--- config.mk ---
export PLATFORM = sky130hd
export DESIGN_NAME = ascon_stream_out
export DESIGN_NICKNAME = d
export VERILOG_FILES = /design/src/rtl/ascon_stream_out.sv
export SDC_FILE = /design/constraint.sdc
export NUM_CORES = 1
export LEC_CHECK = 0
export ABC_CLOCK_PERIOD_IN_PS = 27200
export CELL_PAD_IN_SITES_DETAIL_PLACEMENT = 1
export CELL_PAD_IN_SITES_GLOBAL_PLACEMENT = 1
export CORE_AREA = 2 2 190 192
export DETAILED_ROUTE_END_ITERATION = 10
export DIE_AREA = 0 0 192 194
export DONT_BUFFER_PORTS = 1
export GPL_TIMING_DRIVEN = 0
export HOLD_SLACK_MARGIN = 0.05
export PLACE_DENSITY = 0.61
export SETUP_SLACK_MARGIN = 0.4
export SYNTH_ARGS = -nofsm -noshare
export SYNTH_HDL_FRONTEND = slang
export SYNTH_SLANG_ARGS = --single-unit
--- constraint.sdc ---
create_clock -name clock_i -period 27.2 [get_ports clock_i]
set_clock_uncertainty 0.15 [all_clocks]
set_input_delay 2.72 -clock clock_i [delete_from_list [all_inputs] [get_ports clock_i]]
set_output_delay 2.72 -clock clock_i [all_outputs]
set_load 0.03 [all_outputs]
--- src/rtl/ascon_stream_out.sv ---
// ascon_stream_out: buffers ciphertext/tag blocks and streams them as 32-bit words, MSW first.
module ascon_stream_out #(
  parameter int DEPTH = 2
) (
  input  logic             clock_i,
  input  logic             reset_i,
  input  logic [4:0][63:0] state_i,
  input  logic [127:0]     key_i,
  input  logic             en_cipher_i,
  input  logic             en_tag_i,
  output logic [31:0]      word_o,
  output logic             valid_o,
  input  logic             ready_i,
  output logic             is_tag_o,
  output logic             last_o,
  output logic             full_o,
  output logic             err_o
);
  localparam int AW = $clog2(DEPTH);
  localparam int PW = AW + 1;
  typedef enum logic {IDLE, STREAM} state_t;
  state_t st;
  logic [128:0] mem [DEPTH];
  logic [PW-1:0] wr_ptr, rd_ptr, count, count_nxt;
  logic [1:0] idx;
  logic [128:0] entry, cur;
  logic push_req, push_ok, hs, pop;
  assign push_req = en_cipher_i | en_tag_i;
  assign hs = valid_o & ready_i;
  assign pop = hs & (&idx);
  // A full FIFO still accepts a push when its head is popped in the same cycle.
  assign push_ok = push_req & (~full_o | pop);
  assign entry = en_tag_i ? {1'b1, {state_i[3], state_i[4]} ^ key_i} : {1'b0, state_i[0], state_i[1]};
  assign count_nxt = count + PW'(push_ok) - PW'(pop);
  assign cur = mem[rd_ptr[AW-1:0]];
  assign valid_o = st == STREAM;
  assign word_o = valid_o ? cur[{~idx, 5'd0} +: 32] : '0;
  assign is_tag_o = valid_o & cur[128];
  assign last_o = is_tag_o & (&idx);
  always_ff @(posedge clock_i) begin
    if (reset_i) begin
      st <= IDLE;
      wr_ptr <= '0;
      rd_ptr <= '0;
      count <= '0;
      idx <= '0;
      full_o <= 1'b0;
      err_o <= 1'b0;
    end else begin
      if (push_ok) begin
        mem[wr_ptr[AW-1:0]] <= entry;
        wr_ptr <= (wr_ptr == PW'(DEPTH - 1)) ? '0 : wr_ptr + 1'b1;
      end
      if (pop) rd_ptr <= (rd_ptr == PW'(DEPTH - 1)) ? '0 : rd_ptr + 1'b1;
      if (hs) idx <= idx + 2'd1;
      count <= count_nxt;
      full_o <= count_nxt == PW'(DEPTH);
      err_o <= err_o | (en_cipher_i & en_tag_i) | (push_req & ~push_ok);
      st <= (count_nxt != '0) ? STREAM : IDLE;
    end
  end
endmodule

After elaboration in Yosys (flattened, before gate mapping):

Memories as Yosys holds them, arrays and structs flattened. A register that Yosys moved wholly into a read port is not among the register bits.
Cells that the tools add are included.

* logic and storage cells: 44
* memories kept: 1
* memory bits (writable): 258
* flip-flop bits (word level): 11
* output and inout bits: 37

* $add $sub $neg: 5
* bitwise logic cells: 15
* shift-type cells: 1
* eq/ne operators: 3
* multiplexer cells: 10
* reductions and logical operators: 2

Memories
* mem: depth 2, width 129, rd ports 1, clocked after memory_dff 1, wr ports 1, RTL line 23 `logic [128:0] mem [DEPTH];`

Operator list (count)
* two-way mux 129 bit: 1
* variable part select 129 x 8 -> 32 bit: 1
* bitwise XOR 128 bit: 1
* two-way mux 32 bit: 1
* AND 1 bit: 7
* adder 2 x 1 -> 2 bit, second input constant: 3
* two-way mux 1 bit: 6
* == test 2 x 1 -> 1 bit, second input constant: 2
* two-way mux 2 bit: 2
* OR 1 bit: 4
* adder 2 x 1 -> 2 bit: 1
* == test 2 bit, second input constant: 1
* inverter 1 bit: 2
* inverter 2 bit: 1
* AND reduction 2 bit: 1
* nonzero test 2 bit: 1
* subtractor 2 x 1 -> 2 bit: 1

Depth between registers and ports, before layout:

* depth in word-level cells: 8
* gate-level depth with buffers: 9

Worst setup path before layout:

OpenSTA, ideal clock, no wires.

* path kind: input -> register
* start point: input port en_tag_i
* end point: memory mem[1][0] (enable)
* setup slack: 13.811 ns
* buffers on the path: 1
* stages on the path: 4
* data arrival time: 12.438 ns
* required time: 26.249 ns
* cells stage by stage: buf_2 -> nor2_1 -> a21o_1 -> nor3b_1

* longest elaborated chain between the ends: 5

Ends and longest elaborated chain
* start: declaration: RTL line 10 `input logic en_tag_i,`
* OR 1 bit: RTL line 28 `assign push_req = en_cipher_i | en_tag_i;`
* AND 1 bit: RTL line 32 `assign push_ok = push_req & (~full_o | pop);`
* two-way mux 1 bit: RTL line 50 `if (push_ok) begin`
* two-way mux 1 bit: RTL line 41 `if (reset_i) begin`
* two-way mux 1 bit (implied by the code): RTL line 51 `mem[wr_ptr[AW-1:0]] <= entry;`
* end: declaration: RTL line 23

No other way between the ends.

Worst setup path after layout:

* start point: register st (netlist: valid_o)
* end point: output port word_o[15]

* longest elaborated chain between the ends: 1

Ends and longest elaborated chain
* start: declaration: RTL line 22 `state_t st;`
* start signal: assignment: RTL line 59 `st <= (count_nxt != '0) ? STREAM : IDLE;`
* two-way mux 32 bit: RTL line 37 `assign word_o = valid_o ? cur[{~idx, 5'd0} +: 32] : '0;`
* end: declaration: RTL line 11 `output logic [31:0] word_o,`

No other way between the ends.

==> metrics.md <==
| Metric | Value |
|---|---|
| Post-layout nets | 1351 |
| Maximum clock frequency | 0.175 GHz |
| Clock Latency Late Sink | 0.55 ns |
| Antenna fix cells | 0 |
| Final clock period utilization by the worst path | 21.0% |
| GRT Total Usage | 18.6% |
| Number of max-slew violations in the final report | 0 |
| Average wire per standard cell | 25.5 um |
| Most numerous cell on the critical path | clkbuf_1 |
| Distinct cell type count of the synthesized netlist | 31 |
| Static power due to leakage | 0.00444 uW |
| Max-cap viol count | 0 |
| Part of the total power dissipated in sequential elements | 47.6% |
| Initial core utilization | 35.2% |
| Outcome | finished clean |
| Routed wire length on met3 | 1830 um |
| Htree depth | 1 |
| DRC errors left | 0 |
| Final setup violating endpoints | 0 |
| Routed length on met1 | 14300 um |
| Sinks on Clock Net | 268 |
| Worst vdd rail ir drop | 46.0 uV |
| Setup TNS Final | 0 ns |
| Total CTS buffers | 29 |
| Fill cell count | 3600 |
| Post-synthesis register bit count | 268 |
| Iteration count of the initial detailed-routing pass | 4 |
| Number of antenna violations at the first check in global routing | 0 |
| Crit Path Max Fanout | 10 |
| Crit path capture type | primary output |
| Clock Power Share | 35.4% |
| Cell chosen for the clock root | clkbuf_16 |
| Number of rows created at floorplan | 69 |
| Post-synth net total | 1292 |
| Area post-placement | 13300 um^2 |
| Sw Pwr | 288 uW |
| Number of buffers inserted by post-CTS setup repair | 0 |
| Reg-to-reg startpoint | valid_o |
| Ordered cell list for the critical path | and2_1 -> clkbuf_1 -> clkbuf_1 -> a22o_1 |
| Most frequent cells after synthesis | edfxtp_1, nor2_1, a21oi_1, xnor2_1, mux4_2 |
| Core area | 35200 um^2 |
| Chip Height | 194 um |
| Remaining max-slew budget at the tightest pin | 39.4% |
| Cell with the biggest individual delay on the critical path | clkbuf_1 |
| Number of synthesized flops with an enable pin | 258 |
| Final std cell area, no fill | 14200 um^2 |
| Total power per unit cell area | 76.0 nW/um^2 |
| Post-detail-place hpwl | 26500 um |
| Kind of start point of the critical path | flop |
| Asr flop ratio synth | 0% |
| Aggregate global routing overflow | 0 |
| Die area | 37200 um^2 |
| Transition time at the pin with the least slew margin | 0.909 ns |
| Critical path data arrival time | 2.86 ns |
| Footprint of the multi-input gates | 4210 um^2 |
| Biggest area consumer among synthesized cells | edfxtp_1 |
| Pint | 793 uW |
| Switching power as a share of total power | 26.6% |
| Synthesis-to-layout area growth | 14.8% |
| Via-to-Cell Ratio | 5.23 |
| First-pass GRT wire length | 50500 um |
| Pin count of the biggest net entering global routing | 15 |
| Share of the yosys chip area belonging to registers | 64.1% |
| Depth of the worst hold-timing path | 2 |
| Setup Crit Path Kind | flop to primary output |
| Worst R2R Setup Slack | 23.82 ns |
| Routed Wire Length | 35200 um |
| Sequential cell area | 7950 um^2 |
| Longest Clk Path Bufs | 3 |
| Fraction of synthesized cell area taken by the top area cell type | 62.5% |
| Logic gate share of total power | 17.0% |
| Critical register-to-register path endpoint | mem[1][73] |
| Placed Cells | 1326 |
| Routability congestion estimate | 0.732 |
| Number of cells on the worst reg-to-reg path | 9 |
| Overall via count from detail_route | 7224 |
| Fin crit period | 5.73 ns |
| TritonCTS clock tree | built |
| Most area-consuming cells after synthesis | edfxtp_1, mux4_2, xnor2_1, a21oi_1, nor2_1 |
| Mean instance size in the synthesized netlist | 14.8 um^2 |
| Class of the tightest hold or removal check | flop to flop |
| Number of warnings reported in the yosys synthesis log | 0 |
| Unrepaired setup endpoints after global routing | false |
| Count of nets left with antenna violations after detail routing | 0 |
| Cell area after technology mapping | 12400 um^2 |
| Hold path startpoint | rd_ptr[0] |
| Share of cells above drive strength 1 | 16.0% |
| Die X | 192 um |
| Clock transition at the registers of the reported paths | 0.06 ns |
| Post-cts repair resize count | 0 |
| Number of non-filler instances in the completed layout | 1380 |
| Final count of hold timing violations | 0 |
| Highest cell delay on the worst timing path | 0.70 ns |
| Library cell with the highest instance count after synthesis | edfxtp_1 |
| Ports placed on the boundary | 490 |
| Top layer used by detailed routing | met4 |
| Number of violations reported at the end of detailed-routing iteration 0 | 332 |
| Dominant synthesized flop cell | edfxtp_1 |
| Vias in the first global route | 7941 |
| Wire length on met2 | 18500 um |
| Critical path data required time | 24.33 ns |
| Count of buffers inserted at the top-level ports | 0 |
| Synthesized netlist cell count | 837 |
| Hold Buf Count CTS | 0 |
[layer usage]
metal | track usage, % | vias up
met4 | 3.87 | 0
met3 | 2.52 | 33
li1 | - | 3296
met2 | 33.7 | 250
met1 | 23.5 | 3645
met5 | 0 | -
[kinds of logic after synthesis]
group	count (synthesis)	share of synthesized area [%]
flip-flops	268	64.1
AO/OA/AOI/OAI	167	7.80
AND/OR/NAND/NOR	150	4.83
XOR/XNOR	131	9.25
multiplexers	66	11.8
buffers and inverters	53	2.01
adder cells (fa/ha/maj)	2	0.202
[through the flow]
stage	worst slack, ns	total power [uW]	hold WS, ns	util [%]
final	21.47	1080	0.380	40.4
after global routing	21.27	1130	0.402	40.4
after CTS	21.34	1100	0.384	40.4
after detailed placement	21.78	711	0.367	37.8
after global placement	7.69	715	0.365	36.8
after floorplan	13.81	658	0.340	-
[worst max-delay path, delay by kind of cell, from the launching register on]
| kind | cells | cell delay (ns) |
|---|---|---|
| buffers and inverters | 2 | 0.91 |
| and+or+nand+nor | 1 | 0.21 |
| AOI/OAI and AO/OA | 1 | 0.49 |
| DFF | 1 | 0.69 |
[power groups by stage]
stage	combinational [uW]	clock, uW	sequential [uW]
2_1_floorplan	128	0	530
3_3_place_gp	173	0	542
3_5_place_dp	188	0	524
4_1_cts	188	397	515
5_1_grt	198	412	518
6_report	184	383	515
[flip-flops by register name (all words and copies together) (netlist names), named ones only]
| register | count |
|---|---|
| count | 2 |
| full_o | 1 |
| rd_ptr | 1 |
| valid_o | 1 |
| idx | 2 |
| err_o | 1 |
| wr_ptr | 1 |
| mem | 258 |
[worst max path at each step]
| stage | start | endpoint | slack (ns) |
|---|---|---|---|
| 3_3_place_gp | en_tag_i | mem[1][41] | 7.69 |
| 2_1_floorplan | en_tag_i | mem[1][0] | 13.81 |
| 4_1_cts | valid_o | word_o[15] | 21.34 |
| 3_5_place_dp | en_tag_i | mem[1][41] | 21.78 |
| 5_1_grt | valid_o | word_o[15] | 21.27 |
| 6_report | valid_o | word_o[15] | 21.47 |
[cells in the final DEF, fill, tap and decap left out, types with 7 or more instances in the layout]
master     Yosys  final
mux4_2        64     64
clkbuf_1      36     47
edfxtp_1     258    258
clkbuf_16      0     29
a22o_1        32     32
buf_2          7      7
a21oi_1      130    130
xnor2_1      130    130
dfxtp_1       10     10
nor2_1       132    132
buf_6          5     28
[cell type report]
class	count	share of cell area, %
multi-input cells	516	29.6
well taps	461	4.05
flip-flops and latches	268	55.9
plain buffers	53	1.75
clock inverters	13	1.00
clock buffers	41	5.49
repair buffers	28	2.24
(Power assumes the default switching activity.)
